--- src/rtl/memory_bus_arbiter_pkg.sv ---
// rtl/memory_bus_arbiter_pkg.sv - shared state and owner encodings for the memory bus arbiter
package memory_bus_arbiter_pkg;

    typedef enum logic [1:0] {
        ST_IDLE   = 2'd0,
        ST_ACCESS = 2'd1,
        ST_WAIT   = 2'd2,
        ST_DONE   = 2'd3
    } state_t;

    localparam logic OWNER_CPU = 1'b0;
    localparam logic OWNER_DMA = 1'b1;

endpackage

--- src/rtl/bus_arbiter_select.sv ---
// rtl/bus_arbiter_select.sv - CPU/DMA winner selection with a saturating CPU streak counter
module bus_arbiter_select #(
    parameter int CPU_HOLD_MAX = 4
) (
    input  logic clk,
    input  logic reset,
    input  logic sample,
    input  logic cpu_req,
    input  logic dma_req,
    output logic grant_valid,
    output logic grant_owner
);
    import memory_bus_arbiter_pkg::*;

    localparam int SW = (CPU_HOLD_MAX < 1) ? 1 : $clog2(CPU_HOLD_MAX + 1);
    localparam logic [SW-1:0] STREAK_MAX = SW'(CPU_HOLD_MAX);

    logic [SW-1:0] streak_q, streak_d;
    logic          dma_wins;

    // The streak only moves on cycles where the arbiter actually grants (IDLE).
    always_comb begin
        dma_wins    = dma_req && (!cpu_req || (streak_q == STREAK_MAX));
        grant_valid = cpu_req || dma_req;
        grant_owner = dma_wins ? OWNER_DMA : OWNER_CPU;
        streak_d    = streak_q;
        if (sample) begin
            if (!dma_req || dma_wins) begin
                streak_d = '0;
            end else if (streak_q != STREAK_MAX) begin
                streak_d = streak_q + SW'(1);
            end
        end
    end

    always_ff @(posedge clk or negedge reset) begin
        if (!reset) begin
            streak_q <= '0;
        end else begin
            streak_q <= streak_d;
        end
    end

endmodule

--- src/rtl/memory_bus_arbiter.sv ---
// rtl/memory_bus_arbiter.sv - shares one memory bus between CPU and DMA, sequencing each access
module memory_bus_arbiter #(
    parameter int ADDR_WIDTH   = 16,
    parameter int DATA_WIDTH   = 8,
    parameter int READ_LATENCY = 1,
    parameter int CPU_HOLD_MAX = 4
) (
    input  logic                  clk,
    input  logic                  reset,
    input  logic                  cpu_req,
    input  logic [ADDR_WIDTH-1:0] cpu_address,
    input  logic [DATA_WIDTH-1:0] cpu_data_in,
    input  logic                  cpu_write_enable,
    output logic [DATA_WIDTH-1:0] cpu_data_out,
    output logic                  cpu_ready,
    input  logic                  dma_req,
    input  logic [ADDR_WIDTH-1:0] dma_address,
    input  logic [DATA_WIDTH-1:0] dma_data_in,
    input  logic                  dma_write_enable,
    output logic [DATA_WIDTH-1:0] dma_data_out,
    output logic                  dma_ready,
    output logic [ADDR_WIDTH-1:0] bus_address,
    output logic [DATA_WIDTH-1:0] bus_data_in,
    input  logic [DATA_WIDTH-1:0] bus_data_out,
    output logic                  bus_enable,
    output logic                  bus_write_enable,
    output logic                  busy,
    output logic                  bus_owner
);
    import memory_bus_arbiter_pkg::*;

    localparam int WW = (READ_LATENCY < 1) ? 1 : $clog2(READ_LATENCY + 1);
    localparam logic [WW-1:0] WAIT_LAST = WW'(READ_LATENCY - 1);

    state_t                  state_q, state_d;
    logic                    owner_q, owner_d;
    logic [ADDR_WIDTH-1:0]   addr_q, addr_d;
    logic [DATA_WIDTH-1:0]   wdata_q, wdata_d;
    logic                    we_q, we_d;
    logic [WW-1:0]           wait_q, wait_d;
    logic [DATA_WIDTH-1:0]   cpu_rdata_q, cpu_rdata_d;
    logic [DATA_WIDTH-1:0]   dma_rdata_q, dma_rdata_d;
    logic                    grant_valid;
    logic                    grant_owner;

    bus_arbiter_select #(
        .CPU_HOLD_MAX (CPU_HOLD_MAX)
    ) u_select (
        .clk         (clk),
        .reset       (reset),
        .sample      (state_q == ST_IDLE),
        .cpu_req     (cpu_req),
        .dma_req     (dma_req),
        .grant_valid (grant_valid),
        .grant_owner (grant_owner)
    );

    always_comb begin
        state_d          = state_q;
        owner_d          = owner_q;
        addr_d           = addr_q;
        wdata_d          = wdata_q;
        we_d             = we_q;
        wait_d           = wait_q;
        cpu_rdata_d      = cpu_rdata_q;
        dma_rdata_d      = dma_rdata_q;
        bus_address      = '0;
        bus_data_in      = '0;
        bus_enable       = 1'b0;
        bus_write_enable = 1'b0;
        cpu_ready        = 1'b0;
        dma_ready        = 1'b0;
        case (state_q)
            ST_IDLE: begin
                if (grant_valid) begin
                    owner_d = grant_owner;
                    if (grant_owner == OWNER_DMA) begin
                        addr_d  = dma_address;
                        wdata_d = dma_data_in;
                        we_d    = dma_write_enable;
                    end else begin
                        addr_d  = cpu_address;
                        wdata_d = cpu_data_in;
                        we_d    = cpu_write_enable;
                    end
                    state_d = ST_ACCESS;
                end
            end
            // The only cycle with a bus strobe; peripherals see exactly one.
            ST_ACCESS: begin
                bus_address      = addr_q;
                bus_data_in      = wdata_q;
                bus_enable       = 1'b1;
                bus_write_enable = we_q;
                wait_d           = WAIT_LAST;
                state_d          = we_q ? ST_DONE : ST_WAIT;
            end
            ST_WAIT: begin
                bus_address = addr_q;
                bus_data_in = wdata_q;
                if (wait_q == '0) begin
                    if (owner_q == OWNER_DMA) begin
                        dma_rdata_d = bus_data_out;
                    end else begin
                        cpu_rdata_d = bus_data_out;
                    end
                    state_d = ST_DONE;
                end else begin
                    wait_d = wait_q - WW'(1);
                end
            end
            ST_DONE: begin
                bus_address = addr_q;
                bus_data_in = wdata_q;
                cpu_ready   = (owner_q == OWNER_CPU);
                dma_ready   = (owner_q == OWNER_DMA);
                state_d     = ST_IDLE;
            end
            default: state_d = ST_IDLE;
        endcase
    end

    always_ff @(posedge clk or negedge reset) begin
        if (!reset) begin
            state_q     <= ST_IDLE;
            owner_q     <= OWNER_CPU;
            addr_q      <= '0;
            wdata_q     <= '0;
            we_q        <= 1'b0;
            wait_q      <= '0;
            cpu_rdata_q <= '0;
            dma_rdata_q <= '0;
        end else begin
            state_q     <= state_d;
            owner_q     <= owner_d;
            addr_q      <= addr_d;
            wdata_q     <= wdata_d;
            we_q        <= we_d;
            wait_q      <= wait_d;
            cpu_rdata_q <= cpu_rdata_d;
            dma_rdata_q <= dma_rdata_d;
        end
    end

    assign busy         = (state_q != ST_IDLE);
    assign bus_owner    = busy ? owner_q : OWNER_CPU;
    assign cpu_data_out = cpu_rdata_q;
    assign dma_data_out = dma_rdata_q;

endmodule

--- config.mk ---
export PLATFORM = sky130hd
export DESIGN_NAME = memory_bus_arbiter
export DESIGN_NICKNAME = d
export VERILOG_FILES = /design/src/rtl/memory_bus_arbiter_pkg.sv /design/src/rtl/bus_arbiter_select.sv /design/src/rtl/memory_bus_arbiter.sv
export SDC_FILE = /design/constraint.sdc
export NUM_CORES = 1
export LEC_CHECK = 0
export CAP_MARGIN = 25
export CORE_UTILIZATION = 40
export CTS_BUF_LIST = sky130_fd_sc_hd__clkbuf_4
export DETAILED_ROUTE_END_ITERATION = 10
export PLACE_DENSITY = 0.84
export SLEW_MARGIN = 15
export SYNTH_ARGS = -nofsm -noshare
export SYNTH_HDL_FRONTEND = slang
export SYNTH_HIERARCHICAL = 1
export SYNTH_SLANG_ARGS = --single-unit
--- constraint.sdc ---
create_clock -name clk -period 5 [get_ports clk]
set_input_delay 1 -clock clk [delete_from_list [all_inputs] [get_ports clk]]
set_output_delay 1 -clock clk [all_outputs]
set_load 0.02 [all_outputs]
==> metrics.md, run 1 <==
| Metric | Value |
|---|---|
| Reg clk slew, reported paths | 0.14 ns |
| Clock Skew | 0.0145 ns |
| Final ANT Viol Nets | 0 |
| Final Cell Area | 3580 sq um |
| Gpl congestion | 0.728 |
| Hold-fix buffers, CTS | 0 |
| Largest net degree at the start of global routing | 61 |
| Fraction of layout cells with a size suffix above 1 | 11.7% |
| Fin crit share | between 60 and 70% |
| CP Capture Type | output port |
| H-tree depth | 2 |
| CTS Buf Count | 5 |
| Syn Std Cell Area | about 2400 sq um |
| First DRT Iteration DRCs | 66 |
| Core footprint | about 5600 sq um |
| Max Freq | 0.315 GHz |
| Post-CTS Setup Bufs | 0 |
| GRT Total Usage | 17.9% |
| Starting density of the core | between 40% and 50% |
| Clock root cell | clkbuf_4 |
| Critical path's top delay family | buffers and inverters |
| Tot Pwr | 2.24 mW |
| Vias in the first global route | 1890 |
| Clock Latency Late Sink | 0.36 ns |
| CP max FO | between 50 and 60 |
| Fin Hold WS | 0.520 ns |
| CP Data Arrival Time | between 2 and 2.5 ns |
| Ports | between 100 and 150 |
| Initial antenna violation count | 0 |
| Net Count, Synth | 284 |
| Worst setup path class | flip-flop to output port |
| Via density | 4.99 |
| Syn Area/Cell | about 11 sq um |
| Critical path's slowest cell | clkdlybuf4s50_1 |
| I/O Buffers | 107 |
| Slew at the pin closest to its max-slew limit | 0.741 ns |
| Nature of the critical path startpoint | flip-flop |
| Final Hold Vio Count | 0 |
| Synth warnings | 6 |
| Rel. slew slack | 50.5% |
| HPWL Detailed | 4010 um |
| VDD IR max | 0.368 mV |
| Unrepaired setup endpoints after global routing | false |
| First-pass GRT wire length | around 8800 um |
| WP data required | 4.00 ns |
| Outcome | finished, final reports clean |
| # resized after CTS | 0 |
| DRC | 0 |
| Buf+Inv Stages, Crit Path | 3 |
| Fin cells | between 300 and 400 |
| Overall routed net length | ~5600 um |
| Nets@finish | 384 |
| Final setup viols | 0 |
| Area delta synth->final | 48.7% |
| Peak per-stage delay on the critical path | 0.62 ns |
| Grt ovf | 0 |
| Fin util | 63.4% |
| Critical path cell sequence | inv_1, ha_2, buf_12, nor2b_1, clkdlybuf4s50_1 |
| Setup slack after layout | about 1.8 ns |
| Vias | 1942 |
| Clk sinks | 47 |
| CTS max path bufs | 2 |
| Hold WC Path Type | flip-flop to flip-flop |
| Pwr/cell area | around 630 nW/um^2 |
| #FFs+latches synth | 47 |
| Fin. max-slew vios | 0 |
| Die Wd | around 80 um |
| Syn Inst Count | about 220 |
| Min Tclk post-route | 3.17 ns |
| Post-synthesis sequential area ratio | between 40% and 50% |
| DP Area | 3500 sq um |
| Max Cap Violations | 0 |
| WL per Instance | 14.3 um |
| Row count | 27 |
| Yosys cell types | 26 |
| Total Die Area | 6330 sq um |
| Placed cells | 380 |
| DRT Pass-1 Iters | 4 |
| Setup TNS | 0 ns |
| Number of diodes | 0 |
| Static Leak | around 1.4 nW |
| Pre-CTS setup slack | 1.88 ns |
| CTS tree | built |
| Die Y | 79.6 um |
==> worst register-to-register path, delay by kind of cell, from the launching register on <==
kind / cells / cell delay, ns
and+or+nand+nor: 1 / 0.10
buffers and inverters: 2 / 0.34
adders and majority gates: 1 / 0.18
AOI/OAI and AO/OA: 2 / 0.60
DFF: 1 / 0.40
muxes: 1 / 0.22
==> flip-flops by register name, indices dropped and copies added (netlist names) <==
name               flops
wdata_q                8
we_q                   1
cpu_data_out           8
u_select/streak_q      3
addr_q                16
dma_data_out           8
owner_q                1
state_q                2
==> report_power, final <==
group | internal (mW) | leakage [nW] | total (mW) | switching (mW)
logic | 0.700 | 0.868 | 1.39 | 0.692
registers | 0.569 | 0.538 | 0.669 | 0.0999
clock network | 0.0599 | 0.0317 | 0.180 | 0.120
total | 1.33 | 1.44 | 2.24 | 0.913
==> synth_stat cells, drive strengths merged <==
library cell | count | area share, %
inv | 6 | 0.94
nor2b | 27 | 7.0
nor3b | 1 | 0.31
o22ai | 1 | 0.26
clkbuf | 5 | 0.78
nand4 | 2 | 0.52
a21oi | 50 | 10
o311ai | 1 | 0.68
or2 | 1 | 0.26
nand2b | 3 | 0.78
a31oi | 1 | 0.26
dfrtp | 47 | 49
a21boi | 1 | 0.31
mux2i | 26 | 11
buf | 11 | 3.6
nand2 | 3 | 0.68
and2 | 4 | 1.1
mux2 | 18 | 8.6
nand3 | 2 | 0.62
ha | 6 | 3.1
==> area by class of cell <==
class,instances,area (sq um)
Fill cell,474,2060
Sequential cell,47,1180
Timing Repair Buffer,109,1120
Multi-Input combinational cell,147,1110
Tap cell,72,90.1
Clock buffer,6,45.0
Inverter,6,22.5
Clock inverter,2,12.5
==> metal layers <==
metal / vias up / track usage (%) / wire length (um)
li1: 950 / - / -
met1: 909 / 21.4 / 2250
met2: 74 / 29.3 / 2680
met3: 9 / 7.09 / 548
met4: 0 / 6.00 / 95
met5: - / 0 / 0
==> path summary, 6_finish.rpt <==
check | startpoint | endpoint | slack, ns | depth (start not counted)
worst max-delay path | state_q[0] | bus_address[3] | 1.83 | 5
worst min-delay path | dma_data_out[1] | dma_data_out[1] | 0.52 | 1
worst max register to register | u_select/streak_q[0] | addr_q[11] | 3.04 | 7
worst min register to register | dma_data_out[1] | dma_data_out[1] | 0.52 | 1
max in group asynchronous | reset | addr_q[9] | 3.96 | 1
min in group asynchronous | reset | wdata_q[0] | 0.62 | 1
==> cell families after synthesis <==
family	count (synthesis)	share of synthesized area [%]
multiplexers	44	19.4
flip-flops	47	48.9
buffers and inverters	22	5.36
adder cells (fa/ha/maj)	6	3.12
AO/OA/AOI/OAI	54	11.9
AND/OR/NAND/NOR	43	11.3
==> layout by cell type (no fill, tap or decap) <==
cell type / count
clkdlybuf4s50_1: 106
a21oi_1: 50
dfrtp_1: 47
nor2b_1: 27
mux2i_1: 26
mux2_2: 17
inv_1: 6
clkbuf_4: 6
ha_1: 5
and2_1: 3
nand2b_1: 3
nand2_2: 2
nand4_1: 2
and2_4: 1
mux2_4: 1
nand3_1: 1
nor3b_1: 1
a31oi_1: 1
ha_2: 1
clkinvlp_4: 1
clkinv_2: 1
buf_4: 1
buf_12: 1
buf_16: 1
a21boi_4: 1
or2_2: 1
nand3_2: 1
o311ai_2: 1
nand2_1: 1
o22ai_1: 1
(Power assumes the default switching activity.)
==> run 2: changes to the inputs <==
Settings changed: CORE_UTILIZATION 40 to 39, PLACE_DENSITY 0.84 to 0.86.
Clock period 5 ns to 2.5 ns, I/O delays scaled along.
==> metrics.md, run 2 (same netlist as run 1, synthesis figures left out) <==
| Metric | Value |
|---|---|
| Core footprint | 5920 sq um (+4.9%) |
| Max Cap Violations | 0 (unchanged) |
| Vias in the first global route | 1983 (+4.9%) |
| Reg clk slew, reported paths | 0.13 ns (about the same) |
| Worst setup path class | flip-flop to output port |
| Ports | 108 (unchanged) |
| CP Data Arrival Time | 1.85 ns (-0.32 ns) |
| GRT Total Usage | 18.0% (+0.060 points) |
| CTS tree | built |
| Setup TNS | 0 ns (unchanged) |
| HPWL Detailed | 4250 um (+6.1%) |
| VDD IR max | 0.703 mV (+91%) |
| Rel. slew slack | 60.4% (+9.9 points) |
| Unrepaired setup endpoints after global routing | false |
| Max reg flops | 16 (unchanged) |
| Reg2Reg Launch Point | u_select/streak_q[0] |
| CTS max path bufs | 2 (unchanged) |
| Fin. max-slew vios | 0 (unchanged) |
| Starting density of the core | 40.6% (-2.0 points) |
| Final Cell Area | 3580 sq um (+0.14%) |
| Nature of the critical path startpoint | flip-flop |
| # fillers | 519 (+9.5%) |
| Tot Pwr | 4.32 mW (+93%) |
| Static Leak | 1.51 nW (+5.2%) |
| Min Tclk post-route | 2.35 ns |
| Initial antenna violation count | 0 (unchanged) |
| DRT Pass-1 Iters | 4 (unchanged) |
| Clock root cell | clkbuf_4 |
| Switching share of power | 42.3% (+1.6 points) |
| Critical path cell sequence | buf_4, ha_1, and2_1, clkdlybuf4s50_1 |
| CTS Buf Count | 5 (unchanged) |
| Grt ovf | 0 (unchanged) |
| Final Hold Vio Count | 0 (unchanged) |
| First DRT Iteration DRCs | 83 (+26%) |
| Fin crit share | 94.0% |
| Die Wd | 80.5 um (+1.2%) |
| Slew at the pin closest to its max-slew limit | 0.595 ns (-0.147 ns) |
| Sequential share of power | 31.2% (+1.4 points) |
| WP data required | 2.00 ns (-2.00 ns) |
| Nets@finish | 391 (+1.8%) |
| Worst reg2reg setup slack | 0.77 ns (-2.27 ns) |
| Most common cell after layout, fill and taps aside | clkdlybuf4s50_1 |
| Clock Latency Late Sink | 0.35 ns (about the same) |
| DP Area | 3550 sq um (+1.4%) |
| Internal | 2.49 mW (+88%) |
| NetSw | 1.83 mW (+100%) |
| Clock power share | 8.3% (+0.3 points) |
| H-tree depth | 2 (unchanged) |
| WL per Instance | 14.3 um (about the same) |
| Clk sinks | 47 (unchanged) |
| DRC | 0 (unchanged) |
| Final ANT Viol Nets | 0 (unchanged) |
| Total Die Area | 6490 sq um (+2.5%) |
| Pwr/cell area | 1210 nW/um^2 (+93%) |
| Top reg by flops | addr_q |
| Largest net degree at the start of global routing | 48 (-21%) |
| Max Freq | 0.425 GHz |
| Area delta synth->final | 48.9% |
| CP max FO | 6 (-88%) |
| Overall routed net length | 5720 um (+2.7%) |
| Commonest cells after routing, fill and taps aside | clkdlybuf4s50_1, a21oi_1, dfrtp_1 |
| Fraction of layout cells with a size suffix above 1 | 13.6% (+1.9 points) |
| Critical path's slowest cell | clkdlybuf4s50_1 |
| Number of diodes | 0 (unchanged) |
| Fin util | 60.5% (-2.9 points) |
| Row count | 28 (+3.7%) |
| Peak per-stage delay on the critical path | 0.54 ns (-0.08 ns) |
| Clock Skew | 0.00619 ns (-0.00833 ns) |
| CP Capture Type | output port |
| Hold WC Path Type | primary input to asynchronous set/reset pin |
| Outcome | finished, final reports clean |
| R2R cell count | 7 (unchanged) |
| Gpl congestion | 0.722 (-0.84%) |
| Logic pwr share | 60.5% (-1.6 points) |
| I/O Buffers | 107 (unchanged) |
| First-pass GRT wire length | 8970 um (+2.4%) |
| Final setup viols | 0 (unchanged) |
| Vias | 1984 (+2.2%) |
| Die Y | 80.5 um (+1.2%) |
| Worst r2r dst | addr_q[15] |
| Via density | 4.97 (-0.40%) |
-- run 2: repair_timing --
action                                  4_1_cts  5_1_grt
buffers inserted                              0        1
resized for setup                            25        1
endpoints found under the setup margin       25        1
hold buffers                                  0        0
-- run 2: power by group through the flow --
stage	Combinational, mW	Clock, mW	Sequential [mW]
floorplan	1.47	0	1.48
global placement	2.77	0	1.35
detailed placement	2.84	0	1.37
CTS	2.64	0.370	1.35
global route	2.84	0.410	1.39
finish	2.62	0.358	1.35
-- run 2: worst max-delay path, delay by kind of cell (launching register included) --
| family | cells | cell delay [ns] |
|---|---|---|
| adders and majority gates | 1 | 0.22 |
| and+or+nand+nor | 1 | 0.14 |
| buffers and inverters | 2 | 0.70 |
| DFF | 1 | 0.45 |
-- run 2: metal layers --
metal | up-vias | GRT usage [%] | share of wire (%)
li1 | 963 | - | -
met1 | 944 | 20.8 | 39
met2 | 68 | 31.4 | 51
met3 | 9 | 5.11 | 7.9
met4 | 0 | 6.61 | 1.7
met5 | - | 0 | 0
-- run 2: worst max path at each step --
stage / from / endpoint / depth (start not counted)
final: state_q[0] / bus_write_enable / 4
after global routing: state_q[0] / bus_write_enable / 4
after CTS: state_q[0] / busy / 5
after detailed placement: cpu_req / owner_q / 4
after global placement: cpu_req / owner_q / 4
after floorplan: state_q[0] / bus_address[0] / 5
-- run 2: cell type report --
cell class	instances	area (sq um)	area share, %
tap	75	93.8	2.62
clock inverter	2	12.5	0.349
timing repair buffer	116	1120	31.2
sequential	47	1180	32.8
multi-input combinational	147	1110	31.1
clock buffer	6	45.0	1.26
inverter	6	22.5	0.629
-- run 2: stage by stage --
stage,hold WS (ns),setup WS (ns),std cells
2_1_floorplan,0.204,0.601,216
3_3_place_gp,0.487,0.274,390
3_5_place_dp,0.493,0.211,390
4_1_cts,0.227,0.0221,398
5_1_grt,0.245,0.0640,399
6_report,0.217,0.149,399
==> run 3: changes to the inputs <==
Settings changed: PLACE_DENSITY 0.86 to unset, PLACE_DENSITY_LB_ADDON set to 0.08.
==> metrics.md, run 3 (same netlist as run 1, synthesis figures left out) <==
| Metric | Value |
|---|---|
| Outcome | finished, final reports clean |
| DRT Pass-1 Iters | 4 (unchanged) |
| CTS tree | built |
| First-pass GRT wire length | 8980 um (+0.14%) |
| Pre-CTS setup slack | 0.214 ns (+0.00299 ns) |
| Starting density of the core | 40.6% (unchanged) |
| CP max FO | 16 (+10) |
| Placed cells | 391 (+0.26%) |
| Slew at the pin closest to its max-slew limit | 0.750 ns (+0.156 ns) |
| # fillers | 529 (+1.9%) |
| Fin cells | 400 (+0.25%) |
| Min Tclk post-route | 2.40 ns (+0.0464 ns) |
| Top reg by flops | addr_q |
| Max Freq | 0.417 GHz (-1.9%) |
| CP Data Arrival Time | 1.90 ns (+0.05 ns) |
| Clock root cell | clkbuf_4 |
| Gpl congestion | 0.728 (+0.76%) |
| Static Leak | 1.56 nW (+3.5%) |
| Row count | 28 (unchanged) |
| Nets@finish | 392 (+0.26%) |
| Number of diodes | 0 (unchanged) |
| Grt ovf | 0 (unchanged) |
| CP Capture Type | output port |
| Setup TNS | 0 ns (unchanged) |
| Die Wd | 80.5 um (unchanged) |
| Commonest cells after routing, fill and taps aside | clkdlybuf4s50_1, a21oi_1, dfrtp_1 |
| Fraction of layout cells with a size suffix above 1 | 13.8% (+0.27 points) |
| Final Hold Vio Count | 0 (unchanged) |
| Core footprint | 5920 sq um (unchanged) |
| GRT Total Usage | 18.2% (+0.20 points) |
| Clk sinks | 47 (unchanged) |
| VDD IR max | 0.663 mV (-5.8%) |
| CTS Buf Count | 5 (unchanged) |
| Max reg flops | 16 (unchanged) |
| Ports | 108 (unchanged) |
| Overall routed net length | 5800 um (+1.4%) |
| Max Cap Violations | 0 (unchanged) |
| Worst setup path class | flip-flop to output port |
| Reg clk slew, reported paths | 0.15 ns (+0.02 ns) |
| Vias | 1952 (-1.6%) |
| Die Y | 80.5 um (unchanged) |
| Vias in the first global route | 1919 (-3.2%) |
| Unrepaired setup endpoints after global routing | false |
| Fin. max-slew vios | 0 (unchanged) |
| Area delta synth->final | 52.2% |
| Hold-fix buffers, CTS | 0 (unchanged) |
| Setup slack after layout | 0.103 ns (-0.0464 ns) |
| Fin crit share | 95.9% (+1.9 points) |
| WL per Instance | 14.5 um (+1.1%) |
| Final ANT Viol Nets | 0 (unchanged) |
| H-tree depth | 2 (unchanged) |
| Tot Pwr | 4.57 mW (+5.7%) |
| Fin Hold WS | 0.172 ns (-0.0445 ns) |
| Pwr/cell area | 1250 nW/um^2 (+3.4%) |
| HPWL Detailed | 4250 um (about the same) |
| Nature of the critical path startpoint | flip-flop |
| Clock Latency Late Sink | 0.37 ns (+0.02 ns) |
| Final setup viols | 0 (unchanged) |
| Total Die Area | 6490 sq um (unchanged) |
| Hold WC Path Type | primary input to asynchronous set/reset pin |
| WP data required | 2.00 ns (about the same) |
| Via density | 4.88 (-1.9%) |
| Most common cell after layout, fill and taps aside | clkdlybuf4s50_1 |
| Initial antenna violation count | 0 (unchanged) |
| First DRT Iteration DRCs | 45 (-46%) |
| Clock Skew | 0.0103 ns (+0.00408 ns) |
| DRC | 0 (unchanged) |
| Rel. slew slack | 50.0% (-10 points) |
| CTS max path bufs | 2 (unchanged) |
| I/O Buffers | 107 (unchanged) |
| Largest net degree at the start of global routing | 34 (-29%) |
-- run 3: cell types whose count changed in the layout (fill, tap and decap cells not counted), sizes merged --
cell | previous run | this run
clkbuf | 6 | 5
bufinv | 0 | 2
dlymetal6s2s | 1 | 4
clkinv | 1 | 0
buf | 10 | 11
clkdlybuf4s50 | 80 | 83
dlygate4sd2 | 25 | 19
-- run 3: final timing paths --
kind                              endpoint       startpoint  cells past startpoint  slack (ns)
setup / recovery           bus_address[12]       state_q[1]                      4        0.10
hold / removal             cpu_data_out[6]            reset                      1        0.17
setup reg to reg                   owner_q       state_q[1]                      5        0.69
hold reg to reg            dma_data_out[7]  dma_data_out[7]                      1        0.52
max in group asynchronous       wdata_q[7]            reset                      2        1.71
min in group clk           dma_data_out[7]  dma_data_out[7]                      1        0.52
-- run 3: per-layer routing --
metal | share of wire, % | vias up | track usage (%)
li1 | - | 968 | -
met1 | 43 | 920 | 22.4
met2 | 48 | 58 | 30.8
met3 | 7.2 | 6 | 4.77
met4 | 1.3 | 0 | 5.89
met5 | 0 | - | 0
-- run 3: what timing repair did --
action,in CTS,in global routing
setup buffers,1,0
endpoints found under the setup margin,23,4
gates resized for setup,20,4
-- run 3: power breakdown --
part	switching, mW	internal [mW]	leakage (nW)
Combinational	1.38	1.28	0.975
Sequential	0.196	1.14	0.538
Clock	0.259	0.311	0.0514
-- run 3: critical path: stages (launching register included) --
cell and delay, ns:
dfrtp_1 0.43, inv_1 0.10, ha_4 0.23, nor2b_1 0.13, clkdlybuf4s50_1 0.63
-- run 3: metrics by stage --
stage	util, %	instance area (sq um)
after global routing	61.9	3660
after global placement	60.0	3550
after floorplan	-	2410
final	61.9	3660
after CTS	61.7	3650
after detailed placement	60.0	3550
-- run 3: layout make-up --
class                      instances  area [sq um]  area share [%]
clock inverter                     3          67.6            1.84
timing repair buffer             117          1140            31.1
clock buffer                       5          37.5            1.02
sequential                        47          1180            32.1
multi-input combinational        147          1120            30.7
inverter                           6          22.5           0.615
tap                               75          93.8            2.56
